## config.mk

```make
export PLATFORM = sky130hd
export DESIGN_NAME = mux_tree_serializer
export DESIGN_NICKNAME = d
export VERILOG_FILES = /design/src/rtl/mux_tree_serializer.sv
export SDC_FILE = /design/constraint.sdc
export NUM_CORES = 1
export LEC_CHECK = 0
export CAP_MARGIN = 40
export CORE_MARGIN = 3
export CORE_UTILIZATION = 35
export DETAILED_ROUTE_END_ITERATION = 8
export GPL_TIMING_DRIVEN = 0
export PLACE_DENSITY = 0.71
export SYNTH_ARGS = -nofsm -noshare
export SYNTH_HDL_FRONTEND = slang
export SYNTH_SLANG_ARGS = --single-unit
```

## constraint.sdc

```tcl
create_clock -name clk_i -period 1.85 [get_ports clk_i]
set_clock_uncertainty 0.2 [all_clocks]
set_input_delay 0.37 -clock clk_i [delete_from_list [all_inputs] [get_ports clk_i]]
set_output_delay 0.37 -clock clk_i [all_outputs]
set_load 0.01 [all_outputs]
```

## src/rtl/mux_tree_serializer.sv

```systemverilog
// Parallel-in, serial-out sequencer for a 2**SEL_W-to-1 mux tree.
// It captures a word via valid/ready and presents it on mux_data_o. It then steps
// mux_sel_o through every input, LSB first, and forwards the tree's combinational
// output (mux_in_i) as a flow-controlled serial stream.
// Optional feature: define SERIALIZER_PARITY_EN to append an even-parity beat
// after the data beats. With the feature, ser_last_o marks the parity beat
// instead of data beat WIDTH-1.
// WIDTH must equal 2**SEL_W.
module mux_tree_serializer #(
  parameter int unsigned WIDTH = 16,
  parameter int unsigned SEL_W = 4
) (
  input  logic             clk_i,
  input  logic             rst_i,
  input  logic             load_valid_i,
  output logic             load_ready_o,
  input  logic [WIDTH-1:0] din_i,
  output logic [WIDTH-1:0] mux_data_o,
  output logic [SEL_W-1:0] mux_sel_o,
  input  logic             mux_in_i,
  output logic             ser_bit_o,
  output logic             ser_valid_o,
  input  logic             ser_ready_i,
  output logic             ser_last_o
);

`ifdef SERIALIZER_PARITY_EN
  typedef enum logic [1:0] {StIdle, StShift, StParity} state_e;
`else
  typedef enum logic [1:0] {StIdle, StShift} state_e;
`endif

  localparam logic [SEL_W-1:0] LastSel = SEL_W'(WIDTH - 1);

  state_e           state_q, state_d;
  logic [WIDTH-1:0] data_q, data_d;
  logic [SEL_W-1:0] sel_q, sel_d;
`ifdef SERIALIZER_PARITY_EN
  logic             parity_q, parity_d;
`endif

  assign mux_data_o = data_q;
  assign mux_sel_o  = sel_q;

  // Next-state and handshake outputs; ser_bit_o passes mux_in_i straight through.
  always_comb begin
    state_d      = state_q;
    data_d       = data_q;
    sel_d        = sel_q;
`ifdef SERIALIZER_PARITY_EN
    parity_d     = parity_q;
`endif
    load_ready_o = 1'b0;
    ser_valid_o  = 1'b0;
    ser_bit_o    = 1'b0;
    ser_last_o   = 1'b0;
    unique case (state_q)
      StIdle: begin
        load_ready_o = 1'b1;
        if (load_valid_i) begin
          data_d   = din_i;
          sel_d    = '0;
`ifdef SERIALIZER_PARITY_EN
          parity_d = ^din_i;
`endif
          state_d  = StShift;
        end
      end
      StShift: begin
        ser_valid_o = 1'b1;
        ser_bit_o   = mux_in_i;
`ifndef SERIALIZER_PARITY_EN
        ser_last_o  = (sel_q == LastSel);
`endif
        if (ser_ready_i) begin
          if (sel_q == LastSel) begin
            // Select parks at 0 rather than wrapping past the last input.
            sel_d = '0;
`ifdef SERIALIZER_PARITY_EN
            state_d = StParity;
`else
            state_d = StIdle;
`endif
          end else begin
            sel_d = sel_q + 1'b1;
          end
        end
      end
`ifdef SERIALIZER_PARITY_EN
      StParity: begin
        ser_valid_o = 1'b1;
        ser_bit_o   = parity_q;
        ser_last_o  = 1'b1;
        if (ser_ready_i) begin
          state_d = StIdle;
        end
      end
`endif
      default: state_d = StIdle;
    endcase
  end

  // State registers; synchronous reset wins over any handshake in the same cycle.
  always_ff @(posedge clk_i) begin
    if (rst_i) begin
      state_q  <= StIdle;
      data_q   <= '0;
      sel_q    <= '0;
`ifdef SERIALIZER_PARITY_EN
      parity_q <= 1'b0;
`endif
    end else begin
      state_q  <= state_d;
      data_q   <= data_d;
      sel_q    <= sel_d;
`ifdef SERIALIZER_PARITY_EN
      parity_q <= parity_d;
`endif
    end
  end

endmodule

```

# Yosys cells after proc, flatten, opt, wreduce, memory -nomap -nowiden
# Cells that the tools add are included.
# classes
addsub	1
eq_ne	5
mux	12
n_reduce_logical	5
# ops
op	n
4-bit two-way mux	3
4-bit case mux with 2 select lines	1
2-bit two-way mux	3
2-bit != test, second input constant	3
3-bit AND reduction	2
4-bit by 1-bit adder with 4-bit output, second input constant	1
4-bit == test, second input constant	1
1-bit two-way mux	4
2-bit case mux with 2 select lines	1
2-bit by 1-bit == test with 1-bit output, second input constant	1
2-bit zero test	1
2-bit AND reduction	1
2-bit nonzero test	1
# word_totals
ff_bits	22
inputBits	21
output_inout_bits	24
word_cells	26

# Longest topological paths before layout
# Gate-level depths: netlist of run 1.
# logic_depth
word_depth	4
ltp_mapped	6
depth_no_buf	5

# Least setup slack after synthesis of run 1
# Ideal clock, no wire load.
# synth_path
path_type	register to output
startpoint	register sel_q[0], in the netlist mux_sel_o[0]
endpoint	output ser_last_o
arrival_time_ps	880
required_ps	1280
slack_ps	400
stages_incl_launch_ff	4
path_buffers	0
cell_sequence	dfxtp_1 ha_1 nand3_1 nor2_1
# synth_between
elab_chain_cells	2
# synth_lines
element	line_no	text
start: declaration	37	logic [SEL_W-1:0] sel_q, sel_d;
start signal: assignment	115	sel_q <= sel_d;
4-bit == test	73	ser_last_o = (sel_q == LastSel);
1-bit two-way mux	57	unique case (state_q)
end: declaration	24	output logic ser_last_o
# No other way between the ends.

# Worst setup path in the final report of run 1
# layout_path
startpoint	register sel_q[1], in the netlist mux_sel_o[1]
endpoint	output mux_sel_o[1]
# layout_rtl
element	line_no	text
end: declaration	19	output logic [SEL_W-1:0] mux_sel_o,
# No word-level cell between the ends.

==> results of run 1 <==
==> layout make-up <==
class,count,area (µm²)
fillers,207,873
plain buffers,6,38.8
flip-flops and latches,21,434
well taps,28,35.0
clock inverters,1,5.00
repair buffers,44,433
clock buffers,3,22.5
inverters,1,3.75
multi-input cells,76,388
==> sequential cells by signal (all words and copies together) (netlist names) <==
| name | cells |
|---|---|
| mux_data_o | 16 |
| state_q | 1 |
| mux_sel_o | 4 |
==> report_power, final <==
part           total, mW  leakage (nW)  internal, mW  switching [mW]
Combinational      0.178         0.314         0.104          0.0740
Clock              0.214        0.0177        0.0804           0.134
Sequential         0.485         0.175         0.472          0.0130
==> path summary, 6_finish.rpt <==
check / from / end / slack [ps]
max: mux_sel_o[1] / mux_sel_o[1] / 30
min: mux_data_o[9] / mux_data_o[9] / 260
max reg2reg: state_q[0] / mux_data_o[5] / 400
min reg2reg: mux_data_o[9] / mux_data_o[9] / 260
==> cells in the final DEF (no fill, tap or decap), drive strengths merged <==
cell type      Yosys  routed
a21oi             20      20
and2               1       1
and2b              1       1
buf                3       4
clkbuf             3       6
clkdlybuf4s50      0      41
clkinv             0       1
dfxtp             21      21
dlygate4sd2        0       2
ha                 1       1
inv                1       1
mux2               1       1
mux2i              1       1
nand2             37      37
nand3              2       2
nand3b             1       1
nor2               4       4
nor3               1       1
nor3b              2       2
o22ai              1       1
o31ai              1       1
or3                1       1
xnor2              1       1
==> routing by layer <==
layer | up-vias | wire (µm) | share of wire | track usage
li1 | 439 | - | - | -
met1 | 370 | 875 | 0.41 | 0.170
met2 | 29 | 1040 | 0.49 | 0.262
met3 | 2 | 189 | 0.089 | 0.0463
met4 | 0 | 11 | 0.0052 | 0.0249
met5 | - | 0 | 0 | 0
==> through the flow <==
stage / instance area [µm²] / hold slack [ps]
final: 1360 / 263
after global routing: 1360 / 281
after CTS: 1360 / 267
after detailed placement: 1310 / 250
after global placement: 1310 / 241
after floorplan: 833 / 271
==> synthesized netlist by cell type, types with 2 or more instances <==
| library cell | instances | area (µm²) |
|---|---|---|
| a21oi_1 | 20 | 100 |
| buf_4 | 2 | 15.0 |
| clkbuf_1 | 2 | 7.51 |
| dfxtp_1 | 21 | 420 |
| nand2_1 | 37 | 139 |
| nand3_1 | 2 | 10.0 |
| nor2_1 | 4 | 15.0 |
| nor3b_1 | 2 | 15.0 |
==> what timing repair did <==
| action | in CTS | in global routing |
|---|---|---|
| resized for setup | 12 | 5 |
| hold buffers | 0 | 0 |
| endpoints found under the setup margin | 7 | 5 |
==> cell families after synthesis <==
group | after synthesis | share of synthesized area
xor+xnor | 1 | 0.0105
mux | 2 | 0.0255
fa+ha+maj | 1 | 0.0150
buf+inv | 7 | 0.0510
flops | 21 | 0.505
simple gates | 50 | 0.257
compound gates | 22 | 0.137
==> worst min-delay path: stages, from the launching register on <==
cell,delay [ps]
dfxtp_1,330
nand2_1,50
a21oi_1,50
==> flow_metrics.env, run 1 <==
export IMPL_fin_ws_ps=34.7
export IMPL_cp_data_required_time_ps=1280
export IMPL_grt_ovfl_total=0
export IMPL_p_per_area_nw_per_um2=645
export IMPL_rows=17
export IMPL_ios=45
export IMPL_clock_sinks=21
export IMPL_antenna_found_initial=0
export IMPL_routed_wl_mm=2.12
export IMPL_initial_core_util=0.373
export IMPL_period_share=0.981
export IMPL_path_class="flip-flop to output port"
export IMPL_dieWidth_um=54.8
export IMPL_dr_pass1_iters=4
export IMPL_critPathLaunchType="flip-flop"
export IMPL_cts_htree_levels=1
export IMPL_instances_no_fill=180
export IMPL_insertedDiodeCount=0
export IMPL_avgRoutedWirePerCell_um=11.8
export IMPL_rr_worst_depth=6
export IMPL_area_delta_synth_final_pct=63.2
export IMPL_synth_flop_cell="dfxtp_1"
export IMPL_synthCells=104
export IMPL_grt_max_degree=13
export IMPL_dieHeight_um=54.8
export IMPL_cp_arrival_ps=1250
export IMPL_fin_tns_setup_ps=0
export IMPL_synth_edf_count=0
export IMPL_post_cts_buffers=0
export IMPL_p_leak_nw=0.506
export IMPL_status="complete, no violations"
export IMPL_synth_avg_cell_area_um2=8.01
export IMPL_vdd_drop_max_mv=0.463
export IMPL_first_iter_violations=10
export IMPL_cts_tree="yes"
export IMPL_drive_gt1_frac=0.125
export IMPL_slew_viol_final=0
export IMPL_crit_chain="clkdlybuf4s50_1"
export IMPL_cp_top_family="buffers and inverters"
export IMPL_crit_slowest_cell="clkdlybuf4s50_1"
export IMPL_seq_area_frac_synth=0.505
export IMPL_hold_path_class="flip-flop to flip-flop"
export IMPL_synth_async_sr_flop_share=0
export IMPL_crit_buf_inv=1
export IMPL_grt_pass1_wl_mm=3.20
export IMPL_cts_root_buf="clkbuf_4"
export IMPL_antenna_left=0
export IMPL_utilization=0.609
export IMPL_dp_hpwl_mm=1.60
export IMPL_place_congestion=0.739
export IMPL_dp_slack_ps=-219
export IMPL_numCtsBuffers=3
export IMPL_p_total_mw=0.878
export IMPL_slew_headroom=0.703
export IMPL_portBuffers=44
export IMPL_drc_errors=0
export IMPL_rsz0062_at_grt="false"
export IMPL_synth_seq_cells=21
export IMPL_viasPerCell=4.67
export IMPL_fp_coreArea_um2=2230
export IMPL_cts_buffer_depth=2
export IMPL_fin_crit_ps=1820
export IMPL_grt_pass1_vias=765
export IMPL_clk_latency_ps=290
export IMPL_cap_violations=0
export IMPL_path_clk_slew_ps=110
export IMPL_yosys_cell_types_count=22
export IMPL_post_place_cells=176
export IMPL_fin_nets=175
export IMPL_setup_viol=0
export IMPL_via_count=840
export IMPL_fmax_mhz=551
export IMPL_worstMarginPinSlew_ps=446
export IMPL_critical_path_endpoint_type="output port"
export IMPL_cp_depth=1
export IMPL_syn_nets=126
export IMPL_yosys_warnings=0
export IMPL_dieArea_um2=3000
export IMPL_whs_path_depth=2
export IMPL_cpPeakStageDelay_ps=560
export IMPL_path_max_fanout=5
export IMPL_grt_usage=0.146
export IMPL_finalHoldViolCount=0
export IMPL_syn_area_um2=833
(Power assumes the default switching activity.)
==> inputs of run 2 (changes only) <==
--- a/config.mk
+++ b/config.mk
@@ -11,6 +11,7 @@
 export DETAILED_ROUTE_END_ITERATION = 8
 export GPL_TIMING_DRIVEN = 0
 export PLACE_DENSITY = 0.71
+export SETUP_SLACK_MARGIN = 0.4
 export SYNTH_ARGS = -nofsm -noshare
 export SYNTH_HDL_FRONTEND = slang
 export SYNTH_SLANG_ARGS = --single-unit
==> flow_metrics.env, run 2 (synthesis results as in run 1) <==
export IMPL_gr_usage_met2=0.321
export IMPL_drive_gt1_frac=0.463
export IMPL_startpoint="mux_sel_o[0]"
export IMPL_rr_worst_depth=5
export IMPL_cts_htree_levels=1
export IMPL_path_max_fanout=2
export IMPL_routed_wl_mm=2.57
export IMPL_combPwrFrac=0.219
export IMPL_critPathLaunchType="flip-flop"
export IMPL_pwr_share_clk=0.246
export IMPL_rows=17
export IMPL_cp_data_required_time_ps=1280
export IMPL_fillerInstances=185
export IMPL_clk_latency_ps=300
export IMPL_p_seq_frac=0.535
export IMPL_fin_crit_ps=1700
export IMPL_antenna_found_initial=0
export IMPL_status="complete, no violations"
export IMPL_antenna_left=0
export IMPL_clock_sinks=21
export IMPL_p_leak_nw=0.632
export IMPL_setup_viol=0
export IMPL_p_per_area_nw_per_um2=626
export IMPL_cp_endpoint="ser_last_o"
export IMPL_period_share=0.918
export IMPL_cp_arrival_ps=1130
export IMPL_insertedDiodeCount=0
export IMPL_dr_pass1_iters=4
export IMPL_r2r_start="state_q[0]"
export IMPL_top_usage_layer="met2"
export IMPL_avgRoutedWirePerCell_um=13.4
export IMPL_grt_pass1_wl_mm=3.71
export IMPL_whs_ps=258
export IMPL_grt_use_met3=0.0463
export IMPL_intPower_mw=0.666
export IMPL_layout_commonest_cell="nand2_1"
export IMPL_largest_reg_flops=16
export IMPL_via_count=908
export IMPL_slew_viol_final=0
export IMPL_use_met1=0.195
export IMPL_vdd_drop_max_mv=0.502
export IMPL_grt_max_degree=13
export IMPL_dieArea_um2=3000
export IMPL_ios=45
export IMPL_cts_root_buf="clkbuf_4"
export IMPL_area_delta_synth_final_pct=74.2
export IMPL_reg2reg_to="mux_sel_o[0]"
export IMPL_critical_path_endpoint_type="output port"
export IMPL_viasPerCell=4.73
export IMPL_dieHeight_um=54.8
export IMPL_swShare=0.268
export IMPL_slew_headroom=0.734
export IMPL_final_cell_mix="36 x nand2_1, 19 x buf_2, 18 x a21oi_1"
export IMPL_finalHoldViolCount=0
export IMPL_hold_path_class="flip-flop to flip-flop"
export IMPL_cts_buffer_depth=2
export IMPL_dp_hpwl_mm=1.60
export IMPL_numCtsBuffers=3
export IMPL_first_iter_violations=18
export IMPL_place_congestion=0.739
export IMPL_fmax_mhz=589
export IMPL_r2r_slack_ps=290
export IMPL_grt_usage=0.172
export IMPL_cts_tree="yes"
export IMPL_path_clk_slew_ps=120
export IMPL_fin_nets=187
export IMPL_initial_core_util=0.373
export IMPL_grt_pass1_vias=852
export IMPL_dp_slack_ps=-219
export IMPL_fp_coreArea_um2=2230
export IMPL_dieWidth_um=54.8
export IMPL_p_switching_mw=0.243
export IMPL_rsz0062_at_grt="true"
export IMPL_p_total_mw=0.909
export IMPL_cap_violations=0
export IMPL_worstMarginPinSlew_ps=399
export IMPL_grt_ovfl_total=0
export IMPL_fin_ws_ps=152
export IMPL_drc_errors=0
export IMPL_path_class="flip-flop to output port"
export IMPL_portBuffers=44
run 2: what timing repair did:
| item | 4_1_cts | 5_1_grt |
|---|---|---|
| endpoints found under the hold margin | 0 | 0 |
| setup buffers | 9 | 3 |
| endpoints found under the setup margin | 37 | 36 |
| pin swaps | 5 | 6 |
| hold buffers | 0 | 0 |
| resized for setup | 109 | 44 |
run 2: cell type report:
cell class                 count  area (µm²)  share of cell area
inverter                       1        6.26             0.00431
sequential                    21         457               0.315
tap                           28        35.0              0.0241
clock buffer                   3        22.5              0.0155
multi-input combinational     76         419               0.289
timing repair buffer          56         453               0.312
buffer                         6        53.8              0.0371
clock inverter                 1        5.00             0.00345
run 2: power groups by stage:
stage / clock network, mW / registers [mW] / logic [mW]
floorplan: 0 / 0.508 / 0.0616
global placement: 0 / 0.497 / 0.179
detailed placement: 0 / 0.498 / 0.181
CTS: 0.224 / 0.484 / 0.188
global route: 0.249 / 0.488 / 0.217
finish: 0.224 / 0.486 / 0.199
run 2: metrics by stage:
step | setup TNS (ps) | area [µm²] | util | cells
2_1_floorplan | 0 | 833 | - | 104
3_3_place_gp | -937 | 1310 | 0.586 | 176
3_5_place_dp | -1150 | 1310 | 0.586 | 176
4_1_cts | 0 | 1450 | 0.651 | 189
5_1_grt | 0 | 1450 | 0.650 | 192
6_report | 0 | 1450 | 0.650 | 192
run 2: critical path, cell delays in order (launching register included):
cell and delay, ps:
dfxtp_4 380, ha_4 150, nand3_4 70, nor2_1 80, buf_2 130
run 2: per-layer routing:
layer / vias up / wire [µm]
met1: 416 / 1060
met2: 28 / 1330
met4: 0 / 14
li1: 462 / -
met3: 2 / 170
met5: - / 0
run 2: worst min-delay path by stage:
stage                         startpoint  cells after the start              to  slack [ps]
after floorplan                    rst_i                      1    mux_sel_o[3]         270
after global placement    mux_data_o[13]                      2  mux_data_o[13]         240
after detailed placement  mux_data_o[12]                      2  mux_data_o[12]         250
after CTS                 mux_data_o[10]                      2  mux_data_o[10]         270
after global routing       mux_data_o[9]                      2   mux_data_o[9]         270
final                      mux_data_o[9]                      2   mux_data_o[9]         260
